<file path="src/rtl/csa_pipe_adder.sv">
// Pipelined carry-save adder: a 3:2 compressor row into sum/carry registers, then carry-propagate.
// Define CSA_PIPE_OUTREG_EN to register the resolved result (latency 2, capacity 2).
module csa_pipe_adder_fa (
    input  logic x,
    input  logic y,
    input  logic z,
    output logic s,
    output logic co
);
    assign s  = x ^ y ^ z;
    assign co = (x & y) | (x & z) | (y & z);
endmodule

module csa_pipe_adder #(
    parameter int WIDTH = 64
) (
    input  logic             clk,
    input  logic             rst,
    input  logic             in_valid,
    output logic             in_ready,
    input  logic             mode,
    input  logic             acc_clr,
    input  logic [WIDTH-1:0] a,
    input  logic [WIDTH-1:0] b,
    input  logic [WIDTH-1:0] c,
    output logic             out_valid,
    input  logic             out_ready,
    output logic [WIDTH+1:0] out_sum,
    output logic             out_mode
);
    // acc_c's top bit would weigh 2^WIDTH, which is lost mod 2^WIDTH, so it is never kept.
    logic [WIDTH-1:0] acc_s;
    logic [WIDTH-2:0] acc_c;
    logic [WIDTH-1:0] op_y, op_z, fa_s, fa_c;
    logic [WIDTH-1:0] s1_s, s1_c;
    logic             s1_valid, s1_mode;
    logic             in_fire, s1_adv;
    logic [WIDTH+1:0] full_sum, resolved;

    always_comb begin
        op_y = b;
        op_z = c;
        if (mode) begin
            op_y = acc_clr ? '0 : acc_s;
            op_z = acc_clr ? '0 : {acc_c, 1'b0};
        end
    end

    for (genvar i = 0; i < WIDTH; i++) begin : g_fa
        csa_pipe_adder_fa u_fa (
            .x  (a[i]),
            .y  (op_y[i]),
            .z  (op_z[i]),
            .s  (fa_s[i]),
            .co (fa_c[i])
        );
    end

    assign in_fire = in_valid && in_ready;

    always_ff @(posedge clk) begin
        if (rst) begin
            s1_valid <= 1'b0;
            s1_s     <= '0;
            s1_c     <= '0;
            s1_mode  <= 1'b0;
            acc_s    <= '0;
            acc_c    <= '0;
        end else begin
            if (in_fire) begin
                s1_valid <= 1'b1;
                s1_s     <= fa_s;
                s1_c     <= fa_c;
                s1_mode  <= mode;
                if (mode) begin
                    acc_s <= fa_s;
                    acc_c <= fa_c[WIDTH-2:0];
                end
            end else if (s1_adv) begin
                s1_valid <= 1'b0;
            end
        end
    end

    // Mode 0 keeps both carry-out bits; accumulate wraps mod 2^WIDTH.
    assign full_sum = {2'b00, s1_s} + {1'b0, s1_c, 1'b0};
    assign resolved = s1_mode ? {2'b00, full_sum[WIDTH-1:0]} : full_sum;

`ifdef CSA_PIPE_OUTREG_EN
    logic s2_free;
    assign s2_free  = !out_valid || out_ready;
    assign in_ready = !s1_valid || s2_free;
    assign s1_adv   = s1_valid && s2_free;

    always_ff @(posedge clk) begin
        if (rst) begin
            out_valid <= 1'b0;
            out_sum   <= '0;
            out_mode  <= 1'b0;
        end else if (s1_adv) begin
            out_valid <= 1'b1;
            out_sum   <= resolved;
            out_mode  <= s1_mode;
        end else if (out_ready) begin
            out_valid <= 1'b0;
        end
    end
`else
    assign in_ready  = !s1_valid || out_ready;
    assign s1_adv    = s1_valid && out_ready;
    assign out_valid = s1_valid;
    assign out_sum   = resolved;
    assign out_mode  = s1_mode;
`endif
endmodule

</file>
<file path="config.mk">
export PLATFORM = sky130hd
export DESIGN_NAME = csa_pipe_adder
export DESIGN_NICKNAME = d
export VERILOG_FILES = /design/src/rtl/csa_pipe_adder.sv
export SDC_FILE = /design/constraint.sdc
export NUM_CORES = 1
export LEC_CHECK = 0
export BUFFER_PORTS_ARGS = -buffer_cell sky130_fd_sc_hd__buf_4
export CAP_MARGIN = 20
export CORE_MARGIN = 3
export CORE_UTILIZATION = 63
export CTS_BUF_LIST = sky130_fd_sc_hd__clkbuf_2
export DETAILED_ROUTE_END_ITERATION = 12
export HOLD_SLACK_MARGIN = 0.05
export PLACE_DENSITY = 0.86
export REMOVE_ABC_BUFFERS = 1
export SYNTH_ARGS = -nofsm -noshare
export SYNTH_HDL_FRONTEND = slang
export SYNTH_SLANG_ARGS = --single-unit
export TNS_END_PERCENT = 100
</file>
<file path="constraint.sdc">
create_clock -name clk -period 5.55 [get_ports clk]
set_input_delay 0.8325 -clock clk [delete_from_list [all_inputs] [get_ports clk]]
set_output_delay 0.8325 -clock clk [all_outputs]
set_load 0.005 [all_outputs]
</file>
# Yosys cells after proc, flatten, opt, wreduce, memory -nomap -nowiden
# Cells that the tools add are included.
[classes] add_sub_neg=1 mux=7 bitwise=448 reduce_logical=6
[ops] op="$mux W64" count=4
[ops] op="$and A1 B1 Y1" count=192
[ops] op="$or A1 B1 Y1" count=128
[ops] op="$xor A1 B1 Y1" count=128
[ops] op="$add A64 B65 Y66" count=1
[ops] op="$mux W66" count=1
[ops] op="$logic_and A1 B1 Y1" count=2
[ops] op="$mux W1" count=2
[ops] op="$reduce_and A2 Y1" count=1
[ops] op="$reduce_bool A2 Y1" count=1
[ops] op="$logic_not A1 Y1" count=1
[ops] op="$logic_or A1 B1 Y1" count=1
[totals] ff_bits=257 in_bits=198

# Depth between registers and ports, before layout
[depth] ltp_word=5 ltp_mapped=12 mapped_depth_nobuf=12

# Modules after synthesis
# From an unflattened synthesis, not the netlist that was laid out.
[hier_totals] cells_unflattened=2175 area_unflattened_um2=15845.2
[modules_own_cells] module="csa_pipe_adder" n_inst=1 cells_per_inst=2111 area_each_um2=14564.0 seq_area_each_um2=5144.9
[modules_own_cells] module="csa_pipe_adder_fa" n_inst=64 cells_per_inst=1 area_each_um2=20.0 seq_area_each_um2=0.0

# Worst setup path before layout
# Ideal clock, no wire load.
[synth_timing] path_type="register to output" start="register s1_s[1]" end="output port out_sum[63]" t_arrival_ns=2.710 slack_ns=2.007 stages_incl_launch_ff=13 path_buffers=0 cell_sequence="dfxtp_1 > ha_1 > fa_1 > a211oi_1 > nor3_2 > o211ai_2 > a2111oi_4 > o32ai_2 > o21ai_2 > a21oi_2 > o31a_1 > o21ai_2 > xnor2_1"
[synth_via] elab_chain_len=2
[synth_lines] element="from (decl)" line_no="35" text="logic [WIDTH-1:0] s1_s, s1_c;"
[synth_lines] element="from (signal assigned)" line_no="72" text="s1_s <= fa_s;"
[synth_lines] element="$add A64 B65 Y66" line_no="86" text="assign full_sum = {2'b00, s1_s} + {1'b0, s1_c, 1'b0};"
[synth_lines] element="$mux W66" line_no="87" text="assign resolved = s1_mode ? {2'b00, full_sum[WIDTH-1:0]} : full_sum;"
[synth_lines] element="to (decl)" line_no="28" text="output logic [WIDTH+1:0] out_sum,"
# Every way passes these cells.

# Worst setup path after layout
[layout_timing] start="register s1_c[2]" end="output port out_sum[56]"
[layout_via] elab_chain_len=2
[layout_lines] element="from (decl)" line_no="35"
[layout_lines] element="from (signal assigned)" line_no="65" text="s1_c <= '0;"
[layout_lines] element="from (signal assigned)" line_no="73" text="s1_c <= fa_c;"
[layout_lines] element="$add A64 B65 Y66" line_no="86"
[layout_lines] element="$mux W66" line_no="87"
# Every way passes these cells.

==> flow_summary_export.csv <==
group,metric,value,unit
placement,port_buffers,266,
sta,timing.hold.ws,0.241,ns
synthesis,synth_area_per_inst,7.80,sq um
sta,timing.final.crit_share,92.1,%
power_and_ir_drop,seq_power_share,43.8,%
die,core_area,23800,sq um
grt,global_route.usage.total,30.1,%
detailed_routing,routed_wirelength,40400,um
sta,grt_setup_unrepaired,"false",
synthesis,netlist-cell-type-count,63,
grt,grt_start_max_net_pins,165,
die,die_area,26300,sq um
grt,grt.overflow.total,0,
grt,initial_antenna_violation_count,1,
detailed_routing,postRouteAntennaNets,0,
die,die_h,162,um
placement,routability_cong,0.940,
layout,finish.net_count,2491,
clock_network,hold_buffers,0,
power_and_ir_drop,vdd_drop_max,0.181,mV
die,rows,56,
detailed_routing,initial_drt_pass_iterations,5,
power_and_ir_drop,p_clk_share,27.0,%
synthesis,synthDominantCellAreaShare,33.4,%
run_status,status,"finished, final reports clean",
power_and_ir_drop,power.density,264,nW/um^2
sta,report.final.slew_viol_count,0,
critical_path,timing.critical_path.from_type,"flip-flop",
layout,area.growth.synth_to_final,16.4,%
die,chipWidth,162,um
synthesis,post_synth_edffs,0,
synthesis,synth.yosys.warnings,0,
clock_network,setup_buffers_after_cts,0,
sta,maxClockFrequency,196,MHz
detailed_routing,detail_route.wl_per_cell,16.0,um
placement,place_ws,1.43,ns
sta,final_setup_violating_endpoints,0,
critical_path,crit_path_top_delay_cell,"sky130_fd_sc_hd__o31ai_1",
clock_network,cts_repair_resize_count,0,
detailed_routing,first_iter_violations,1160,
sta,max-slew-margin-rel,26.3,%
clock_network,cts_root_buf,"sky130_fd_sc_hd__clkbuf_2",
clock_network,tritoncts.num_buffers,68,
clock_network,cts.sinks,257,
critical_path,timing.reg2reg.setup_slack,3.45,ns
synthesis,async_flop_share,0,%
sta,post-route-min-period,5.11,ns
layout,layoutNonFillerInstCount,2534,
grt,grt_first_pass_wirelength,66400,um
critical_path,worst-setup-path-type,"reg -> out",
sta,final_critical_path_setup_slack,0.437,ns
clock_network,cts_max_level,3,
clock_network,cts.reportedPaths.clkPinSlew,0.11,ns
power_and_ir_drop,power.share.switching,35.1,%
die,starting_density,64.8,%
grt,grt_pass1_vias,13900,
critical_path,crit_path_end_kind,"output port",
detailed_routing,route.detailed.vias_per_inst,5.80,
clock_network,clock_path_buffers,3,
power_and_ir_drop,switching_power_summed_over_all_nets,1660,uW
critical_path,path_max_fanout,5,
clock_network,cts_tree,"done",
sta,worst_slew_pin_slew,1.11,ns
die,floorplan.io_pins,267,
layout,drive_gt1_share,17.8,%
synthesis,yosys.area.top_type,"sky130_fd_sc_hd__dfxtp_1",
synthesis,postSynthRegisterBits,257,
synthesis,synthTopCellsByArea,"sky130_fd_sc_hd__dfxtp_1 33%, sky130_fd_sc_hd__a211oi_1 13%, sky130_fd_sc_hd__nor2_1 10%",
critical_path,cp_common_cell,"sky130_fd_sc_hd__o21ai_1",
synthesis,synth.cells.most_frequent,"424 x sky130_fd_sc_hd__nor2_1, 258 x sky130_fd_sc_hd__a211oi_1, 257 x sky130_fd_sc_hd__dfxtp_1",
flow_run,cap_viol_max_count,0,
detailed_routing,detailroute.via_count,14700,
critical_path,cp_slowest_stage_delay,0.53,ns
sta,timing_hold_violations_final,0,
placement,numPlacedInstances,2414,
critical_path,worstPathCellList,"ha_1 -> o21ai_0 -> o21bai_1 -> o21ai_1 -> o21ai_1 -> a21oi_1 -> o31ai_1 -> a21oi_1 -> o21a_1 -> o21ai_1 -> xor2_1 -> buf_4",
synthesis,synth_sequential_area_ratio,33.4,%
layout,postLayoutCoreUtil,75.4,%
power_and_ir_drop,leakagePower,0.00769,uW
synthesis,post-synth-top-count-cell,"sky130_fd_sc_hd__nor2_1",
sta,skew,0.0709,ns
critical_path,crit_arrival,4.28,ns
synthesis,syn_area,15400,sq um
critical_path,crit_required,4.72,ns
detailed_routing,drt_drc_violations_left,0,
worst_hold_path,timing.hold.worst.class,"in -> reg",
clock_network,worstSkewPairLatency,0.84,ns
synthesis,post_syn_instances,1971,
synthesis,ys_dominant_reg_cell,"sky130_fd_sc_hd__dfxtp_1",
placement,detailed_place_hpwl,28600,um
power_and_ir_drop,cellInternalPower,3070,uW
power_and_ir_drop,pwr-share-comb,29.2,%
-- sequential cells by signal (all words and copies together), names as in the netlist --
name,flops
acc_s,64
s1_c,64
s1_s,64
acc_c,63
out_mode,1
out_valid,1
-- worst max-delay path: cells and delay by family (launching register included) --
kind	cells	cell delay (ns)
flops	1	0.33
fa+ha+maj	1	0.35
xor+xnor	1	0.24
compound gates	9	2.35
buf+inv	1	0.15
-- path summary, 6_finish.rpt --
| path | startpoint | cells past startpoint | endpoint |
|---|---|---|---|
| setup / recovery | s1_c[2]$_SDFFE_PP0P_ | 12 | out_sum[56] |
| hold / removal | in_valid | 3 | out_valid$_SDFFE_PP0P_ |
| setup reg to reg | out_valid$_SDFFE_PP0P_ | 6 | acc_s[0]$_SDFFE_PP0P_ |
| hold reg to reg | acc_c[0]$_SDFFE_PP0P_ | 2 | acc_c[0]$_SDFFE_PP0P_ |
-- cell type report --
cell class	count	area, sq um
antenna	1	2.50
clock buffer	95	475
clock inverter	24	113
fill	1825	5850
inverter	82	310
multi-input combinational	1481	9360
sequential	257	5140
tap	319	399
timing repair buffer	275	2100
-- per-stage QoR --
stage | power [uW] | setup TNS, ns | area [sq um]
2_1_floorplan | 2950 | -978.72 | 14800
3_3_place_gp | 3450 | 0 | 17300
3_5_place_dp | 3480 | 0 | 17300
4_1_cts | 4750 | 0 | 17900
5_1_grt | 5020 | 0 | 17900
6_report | 4730 | 0 | 17900
-- metal layers --
layer  routed length (um)  GRT usage (%)  vias up  part of all wire [%]
met2                18800           47.3      554                    46
met5                    0              0        -                     0
li1                     -              -     7251                     -
met1                17600           40.6     6787                    44
met4                 1500           14.4        0                   3.7
met3                 2570           4.72      109                   6.3
-- kinds of logic (layout without fill, tap and decap cells) --
kind of cell	Yosys count	count (layout)	synth area share [%]
XOR/XNOR	58	58	3.30
AND/OR/NAND/NOR	689	689	17.9
buffers and inverters	233	476	5.75
adder cells (fa/ha/maj)	128	128	13.6
other	0	1	0
AO/OA/AOI/OAI	606	606	26.0
flip-flops	257	257	33.4
-- power groups by stage --
| stage | registers, uW | logic [uW] | clock network (uW) |
|---|---|---|---|
| floorplan | 2100 | 852 | 0 |
| global placement | 2110 | 1340 | 0 |
| detailed placement | 2120 | 1360 | 0 |
| CTS | 2070 | 1370 | 1300 |
| global route | 2090 | 1520 | 1410 |
| finish | 2070 | 1380 | 1280 |
-- layout by cell type, fill, tap and decap left out, drive strengths merged, types with 6 or more instances in the layout --
cell type	instances
a211oi	259
a21boi	6
a21o	36
a21oi	207
a31oi	7
and3	6
buf	274
clkbuf	96
clkinv	20
dfxtp	257
fa	65
ha	63
inv	83
nand2	196
nand2b	6
nand3	19
nand4	12
nor2	424
nor3	10
o21ai	41
o21bai	9
xnor2	41
xor2	17
No activity file was read; power rests on OpenSTA's default activity.
